--- src/rtl/jtroadf_gfx_pkg.sv ---
// Shared types and constants for the scroll-layer graphics ROM slot.
// The cache-entry struct backs both the single-entry and JTROADF_SLOT_CACHE_EN builds.
package jtroadf_gfx_pkg;

    localparam int SDRAM_AW  = 22;
    localparam int BURST_LEN = 2;
    localparam int ENTRY_AW  = 14;   // widest requester address an entry can hold

    typedef enum logic [1:0] {
        IDLE,
        WAIT_ACK,
        DATA0,
        DATA1
    } state_t;

    typedef struct packed {
        logic [ENTRY_AW-1:0] addr;
        logic [31:0]         data;
        logic                valid;
    } cache_entry_t;

endpackage

--- src/rtl/jtroadf_slot_cache.sv ---
// Entry storage, hit compare and round-robin replacement pointer for the ROM slot.
// With one entry this is simply the cached-address/valid register of the slot.
module jtroadf_slot_cache
    import jtroadf_gfx_pkg::*;
#(
    parameter int AW      = 14,
    parameter int ENTRIES = 1
) (
    input  logic          clk,
    input  logic          rst_n,
    input  logic [AW-1:0] lookup_addr,
    input  logic          fill_start,
    input  logic          fill_en,
    input  logic [AW-1:0] fill_addr,
    input  logic [31:0]   fill_data,
    output logic          hit,
    output logic [31:0]   hit_data
);

    localparam int PW = (ENTRIES > 1) ? $clog2(ENTRIES) : 1;

    logic [PW-1:0]             ptr_reg;
    logic [ENTRIES-1:0]        match;
    logic [ENTRIES-1:0][31:0]  entry_data;

    generate
        for (genvar gi = 0; gi < ENTRIES; gi++) begin : g_entry
            cache_entry_t entry_reg;

            // The victim is invalidated when its refill starts, so a half-written
            // burst can never be reported as a hit.
            always_ff @(posedge clk or negedge rst_n) begin
                if (!rst_n) begin
                    entry_reg <= '0;
                end else if (ptr_reg == PW'(gi)) begin
                    if (fill_en) begin
                        entry_reg <= '{addr: ENTRY_AW'(fill_addr), data: fill_data, valid: 1'b1};
                    end else if (fill_start) begin
                        entry_reg.valid <= 1'b0;
                    end
                end
            end

            assign match[gi]      = entry_reg.valid && (entry_reg.addr == ENTRY_AW'(lookup_addr));
            assign entry_data[gi] = entry_reg.data;
        end
    endgenerate

    always_ff @(posedge clk or negedge rst_n) begin
        if (!rst_n) begin
            ptr_reg <= '0;
        end else if (fill_en && ENTRIES > 1) begin
            ptr_reg <= (ptr_reg == PW'(ENTRIES - 1)) ? '0 : ptr_reg + PW'(1);
        end
    end

    always_comb begin
        hit      = 1'b0;
        hit_data = '0;
        for (int i = 0; i < ENTRIES; i++) begin
            if (match[i]) begin
                hit      = 1'b1;
                hit_data = entry_data[i];
            end
        end
    end

endmodule

--- src/rtl/jtroadf_gfx_slot.sv ---
// SDRAM responder for the scroll tile layer's graphics ROM: 32-bit words fetched as two beats.
// Define JTROADF_SLOT_CACHE_EN for a two-entry round-robin cache instead of a single entry.
module jtroadf_gfx_slot
    import jtroadf_gfx_pkg::*;
#(
    parameter logic [SDRAM_AW-1:0] OFFSET = 22'h0,
    parameter int                  AW     = 14
) (
    input  logic                clk,
    input  logic                rst_n,
    input  logic                rom_cs,
    input  logic [AW-1:0]       rom_addr,
    output logic [31:0]         rom_data,
    output logic                rom_ok,
    output logic [SDRAM_AW-1:0] sdram_addr,
    output logic                sdram_req,
    input  logic                sdram_ack,
    input  logic                data_dst,
    input  logic [15:0]         sdram_din
);

`ifdef JTROADF_SLOT_CACHE_EN
    localparam int ENTRIES = 2;
`else
    localparam int ENTRIES = 1;
`endif

    state_t              state_reg, state_next;
    logic [AW-1:0]       addr_reg, addr_next;
    logic                req_reg, req_next;
    logic [SDRAM_AW-1:0] sdram_addr_reg, sdram_addr_next;
    logic [31:0]         data_reg, data_next;
    logic                fill_start, fill_en;
    logic                hit;
    logic [31:0]         hit_data;

    jtroadf_slot_cache #(
        .AW      (AW),
        .ENTRIES (ENTRIES)
    ) u_cache (
        .clk         (clk),
        .rst_n       (rst_n),
        .lookup_addr (rom_addr),
        .fill_start  (fill_start),
        .fill_en     (fill_en),
        .fill_addr   (addr_reg),
        .fill_data   ({sdram_din, data_reg[15:0]}),
        .hit         (hit),
        .hit_data    (hit_data)
    );

    always_ff @(posedge clk or negedge rst_n) begin
        if (!rst_n) begin
            state_reg      <= IDLE;
            addr_reg       <= '0;
            req_reg        <= 1'b0;
            sdram_addr_reg <= '0;
            data_reg       <= '0;
        end else begin
            state_reg      <= state_next;
            addr_reg       <= addr_next;
            req_reg        <= req_next;
            sdram_addr_reg <= sdram_addr_next;
            data_reg       <= data_next;
        end
    end

    // Once a request is issued the burst always runs to completion; address
    // changes are only looked at again back in IDLE.
    always_comb begin
        state_next      = state_reg;
        addr_next       = addr_reg;
        req_next        = req_reg;
        sdram_addr_next = sdram_addr_reg;
        data_next       = data_reg;
        fill_start      = 1'b0;
        fill_en         = 1'b0;
        case (state_reg)
            IDLE: begin
                if (rom_cs && !hit) begin
                    addr_next       = rom_addr;
                    req_next        = 1'b1;
                    sdram_addr_next = OFFSET + SDRAM_AW'({rom_addr, 1'b0});
                    fill_start      = 1'b1;
                    state_next      = WAIT_ACK;
                end
            end
            WAIT_ACK: begin
                if (sdram_ack) begin
                    req_next   = 1'b0;
                    state_next = DATA0;
                end
            end
            DATA0: begin
                if (data_dst) begin
                    data_next[15:0] = sdram_din;
                    state_next      = DATA1;
                end
            end
            DATA1: begin
                if (data_dst) begin
                    data_next[31:16] = sdram_din;
                    fill_en          = 1'b1;
                    state_next       = IDLE;
                end
            end
            default: state_next = IDLE;
        endcase
    end

    assign sdram_req  = req_reg;
    assign sdram_addr = sdram_addr_reg;
    assign rom_ok     = rom_cs & hit;
    assign rom_data   = hit ? hit_data : data_reg;

endmodule

--- config.mk ---
export PLATFORM = sky130hd
export DESIGN_NAME = jtroadf_gfx_slot
export DESIGN_NICKNAME = d
export VERILOG_FILES = /design/src/rtl/jtroadf_gfx_pkg.sv /design/src/rtl/jtroadf_slot_cache.sv /design/src/rtl/jtroadf_gfx_slot.sv
export SDC_FILE = /design/constraint.sdc
export NUM_CORES = 1
export LEC_CHECK = 0
export BUFFER_PORTS_ARGS = -buffer_cell sky130_fd_sc_hd__buf_2
export CAP_MARGIN = 20
export CORE_MARGIN = 2
export CORE_UTILIZATION = 48
export CTS_BUF_LIST = sky130_fd_sc_hd__clkbuf_4 sky130_fd_sc_hd__clkbuf_8
export CTS_CLUSTER_DIAMETER = 120
export DETAILED_ROUTE_END_ITERATION = 16
export MAX_ROUTING_LAYER = met4
export PLACE_DENSITY = 0.78
export SYNTH_ARGS = -nofsm -noshare
export SYNTH_HDL_FRONTEND = slang
export SYNTH_SLANG_ARGS = --single-unit
--- constraint.sdc ---
create_clock -name clk -period 1.55 [get_ports clk]
set_input_delay 0.31 -clock clk [delete_from_list [all_inputs] [get_ports clk]]
set_output_delay 0.31 -clock clk [all_outputs]
set_load 0.03 [all_outputs]
**Word-level counts from Yosys, hierarchy flattened**

Index checks and enable logic that the tools add are counted.

- Word-level logic and storage cells: 48
- Input bits: 35
- Bits in registers: 96
- Output and inout port bits: 56

- Reduce and logical (&&, ||, !) cells: 13
- Bitwise operators: 2
- Equality and inequality tests: 8
- Mux-type cells: 17

Operators with widths:

| operator | count |
|---|---|
| $mux W32 | 2 |
| $eq A14 B14 Y1 | 1 |
| $reduce_and A2 Y1 | 5 |
| $mux W1 | 9 |
| $mux W2 | 4 |
| $ne A2 B2 Y1 const B | 4 |
| $pmux W2 S4 | 1 |
| $eq A2 B2 Y1 const B | 2 |
| $reduce_and A4 Y1 | 1 |
| $reduce_bool A2 Y1 | 2 |
| $reduce_and A3 Y1 | 1 |
| $eq A2 B1 Y1 const B | 1 |
| $logic_and A1 B1 Y1 | 2 |
| $logic_not A2 Y1 | 1 |
| $pmux W1 S2 | 1 |
| $and A1 B1 Y1 | 1 |
| $logic_not A1 Y1 | 1 |
| $not A1 Y1 | 1 |

**Logic depth before layout (Yosys ltp)**

- Depth after elaboration: 9
- Depth in mapped cells: 5
- Gate-level depth less buffers: 5

**Cells and area by module**

Synthesis repeated with hierarchy kept, for this count alone.

- Cells, all modules: 201
- Area, all modules: 2655.0 µm²

Modules (own cells, without submodules):

| module | area each (µm²) | cells an instance | instances | seq. area each (µm²) |
|---|---|---|---|---|
| jtroadf_gfx_slot | 2403.6 | 167 | 1 | 1226.2 |
| jtroadf_slot_cache | 251.5 | 34 | 1 | 0.0 |

**Least setup slack after synthesis**

No wires, ideal clock.

- Path kind: flip-flop to flip-flop
- Start point: reg state_reg[0]
- End point: reg state_reg[1]
- Stages on the path, launching flop included: 6
- Setup slack: 0.143 ns
- Library setup time: 0.125 ns
- Buffers on the path: 0
- Data arrival time: 1.282 ns
- Period minus slack after synthesis: 1.407 ns
- Cell sequence: dfrtp_1 inv_1 ha_1 inv_1 o221ai_1 mux2_2

- Cells in the longest elaborated chain, start to end: 3

Ends and longest elaborated chain:

| item | RTL line | source |
|---|---|---|
| from (decl) | jtroadf_gfx_slot.sv:28 | `state_t state_reg, state_next;` |
| from (signal assigned) | jtroadf_gfx_slot.sv:60 | `state_reg <= state_next;` |
| $eq A2 B2 Y1 (tied with other cells) | jtroadf_gfx_slot.sv:78 | `case (state_reg)` |
| $ne A2 B2 Y1 (no source line) | - |  |
| $reduce_and A4 Y1 (no source line) | - |  |

Parallel ways exist; a longest one is shown, timed or not.
A chain may end at the register's enable or synchronous reset.

**Worst setup path in the final report**

- Start point: reg state_reg[1]
- End point: reg data_reg[8]

- Cells in the longest elaborated chain, start to end: 2

Ends and longest elaborated chain:

| item | RTL line | source |
|---|---|---|
| $eq A2 B2 Y1 | jtroadf_gfx_slot.sv:78 |  |
| $reduce_and A2 Y1 (no source line) | - |  |
| to (signal assigned) | jtroadf_gfx_slot.sv:64 | `data_reg <= data_next;` |
| to (decl) | jtroadf_gfx_slot.sv:32 | `logic [31:0] data_reg, data_next;` |

Every way passes these cells.

==> impl_results.rst <==
.. list-table::
   :header-rows: 1

   * - Metric
     - Value
   * - Proportion of synthesized chip area in sequential cells
     - 61.1%
   * - Ratio of cells with drive above 1 in the final layout
     - 66.7%
   * - Area growth, synth to finish
     - 29.6%
   * - Maximum net fanout on the critical path
     - 16
   * - CP startpoint kind
     - register
   * - Fin. max-slew vios
     - 0
   * - Netlist Area Pre-Place
     - 2010 µm²
   * - TritonCTS clock tree
     - done
   * - GRT Util Overall
     - 16.7%
   * - Starting density of the core
     - 50.2%
   * - DRT Pass-1 Iters
     - 4
   * - Source of the worst hold timing path
     - rom_addr[2]
   * - Number of register bits inferred by synthesis
     - slightly below 50
   * - Proportion of netlist area held by the largest area contributor
     - about 61%
   * - Wire length reported by the detailed router
     - 3690 µm
   * - Pre-CTS WS
     - about 0.035 ns
   * - Max Clock Freq
     - 685 MHz
   * - Category of cells accounting for the largest share of critical-path delay
     - flip-flops
   * - Core Rows
     - 23
   * - Post-layout net count
     - 260
   * - DRC viols
     - 0
   * - Count of cell types in the netlist
     - 17
   * - Cell types with the largest area share after synthesis
     - dfrtp_1 (61%), mux2_2 (26%), buf_4 (3.4%)
   * - Post-Route Skew
     - 0.00911 ns
   * - Hold path cells
     - 2
   * - CP required
     - 1.73 ns
   * - P_leak
     - 0.00131 µW
   * - Path depth of the worst reg2reg path
     - 5
   * - Worst path depth
     - 5
   * - Final Wtd Congestion
     - 0.811
   * - Initial DRC count
     - 47
   * - Endpoints failing setup
     - 0
   * - Final non-filler cell total
     - 272
   * - Power per cell area
     - roughly 2400 nW/µm²
   * - DIE WIDTH
     - 68.7 µm
   * - Vias
     - 1321
   * - Maximum single-stage delay on the critical path
     - 0.40 ns
   * - Number of maximum-capacitance constraint violations
     - 0
   * - CP Cell Sequence
     - buf_4 -> ha_1 -> nand2_2 -> buf_12 -> mux2_2
   * - Combined buffer and inverter count along the critical path
     - 2
   * - Pin count of the biggest net entering global routing
     - 50
   * - Number of hold violations in the final report
     - 0
   * - Result of the run
     - finished, final reports clean
   * - Post-route setup slack
     - ~0.089 ns
   * - Overall power
     - 6350 µW
   * - RSZ-0062 raised after global routing
     - no
   * - Smallest hold slack
     - 0.249 ns
   * - CP max-delay cell
     - dfrtp_1
   * - Vertical die dimension
     - 68.7 µm
   * - Cell taking the most area after synthesis
     - dfrtp_1
   * - Time the final worst path needs with I/O delays and setup
     - 1.46 ns
   * - Part of the cycle the worst path needs
     - 94.2%
   * - Max FFs per register
     - 32
   * - Warning count from the yosys run
     - 1
   * - Insertion delay of the later-clocked pin in the worst-skew pair
     - 0.29 ns
   * - Total overflow reported by the global router
     - 0
   * - Number of buffers created by CTS
     - 5
   * - Routed wirelength normalized by instance count
     - 13.6 µm
   * - Number of buffers added on ports
     - 81
   * - Clock H-tree levels
     - 2
   * - Worst setup slack for register-to-register paths
     - 0.09 ns
   * - Number of instances in the placed design
     - 260
   * - Hold WC Path Type
     - input port to register
   * - Path type of the worst setup path
     - register to register
   * - Area of the placeable core
     - 4000 µm²
   * - Reg-to-Reg Start
     - state_reg[1]$_DFFE_PN0P_
   * - Antenna fix cells
     - 0
   * - Signal arrival time at the worst endpoint
     - 1.64 ns
   * - DP Wirelength
     - 2720 µm
   * - Synthesized area per cell
     - 15.4 µm²
   * - Detail-routed via count per cell
     - around 4.9
   * - Clock Root Buffer
     - clkbuf_8
   * - Via count of the first global-routing pass
     - between 1k and 1.5k
   * - Clock slew seen by the registers of the worst setup and hold paths
     - 0.09 ns
   * - Min-Delay Endpoint
     - addr_reg[2]$_DFFE_PN0P_
   * - Die ar.
     - 4710 µm²
   * - Setup TNS after final layout
     - 0 ns
   * - RR Endpoint
     - data_reg[8]$_DFFE_PN0P_
   * - Maximum number of buffers from clock root to sink
     - 2
   * - Clock tree sinks
     - 49
   * - I/O pin total
     - just over 90
   * - Synthesized netlist cell count
     - 130
   * - Initial antenna violation count
     - 0
   * - First-pass GRT wire length
     - 5580 µm
   * - Worst supply voltage drop on vdd
     - between 1000 and 1500 µV
   * - Capturing element type of the critical path
     - register
   * - ANT nets after route
     - 0
==> per-stage QoR <==
step	utilization [%]	instance area (µm²)
6_report	65.0	2600
5_1_grt	65.0	2600
4_1_cts	64.2	2570
3_5_place_dp	61.6	2460
3_3_place_gp	61.6	2460
2_1_floorplan	-	2040
==> synthesized netlist by cell type (all sizes together) <==
cell	count
and2b	1
conb	1
inv	4
dfrtp	49
buf	12
nand2b	1
mux2	47
nor2	1
o21ai	1
nand2	5
mux2i	1
o221ai	1
ha	4
nor3	1
a22oi	1
==> per-layer routing <==
metal  track usage (%)  wire (µm)  vias to the layer above
li1                  -          -                      609
met2              27.0       1730                       72
met4              5.25         21                        0
met1              19.7       1550                      636
met3              5.68        390                        4
met5                 -          0                        -
==> cell usage in the layout (no fill, tap or decap), types with 2 or more instances in the layout <==
master,instances
buf_12,3
buf_2,81
buf_4,3
clkbuf_8,6
conb_1,9
dfrtp_1,49
ha_1,3
inv_1,4
mux2_2,47
nand2_1,2
nand2_2,3
==> repair_timing <==
action / 4_1_cts / 5_1_grt
hold endpoints to repair: 20 / 0
hold buffers: 1 / 0
resized for setup: 0 / 2
setup endpoints to repair: 0 / 15
buffers inserted: 0 / 3
==> worst max path at each step <==
stage	startpoint	to	slack, ns
after floorplan	state_reg[0]$_DFFE_PN0P_	state_reg[1]$_DFFE_PN0P_	0.14
after global placement	state_reg[0]$_DFFE_PN0P_	state_reg[1]$_DFFE_PN0P_	0.09
after detailed placement	state_reg[1]$_DFFE_PN0P_	state_reg[1]$_DFFE_PN0P_	0.04
after CTS	state_reg[1]$_DFFE_PN0P_	state_reg[1]$_DFFE_PN0P_	0.02
after global routing	state_reg[1]$_DFFE_PN0P_	state_reg[1]$_DFFE_PN0P_	0.005
final	state_reg[1]$_DFFE_PN0P_	data_reg[8]$_DFFE_PN0P_	0.09
==> power breakdown <==
group	switching (µW)	internal, µW	total, µW
combinational	2070	1280	3360
clock	398	362	760
sequential	297	1940	2230
==> kinds of logic (layout without fill, tap and decap cells) <==
logic type,after synthesis,in the layout,share of synthesized area (%)
compound gates,3,3,1.06
fa+ha+maj,4,4,2.49
buf+inv,16,100,5.80
flops,49,49,61.1
mux,48,48,26.9
other cells,1,9,0.187
simple gates,9,9,2.49
==> final cells by class <==
type                       count  area (µm²)
tap                           50        62.6
inverter                       4        15.0
fill                         313        1400
timing repair buffer          88         498
clock buffer                   6        82.6
sequential                    49        1230
clock inverter                 2        13.8
multi-input combinational     73         703
No activity file was read; power rests on OpenSTA's default activity.
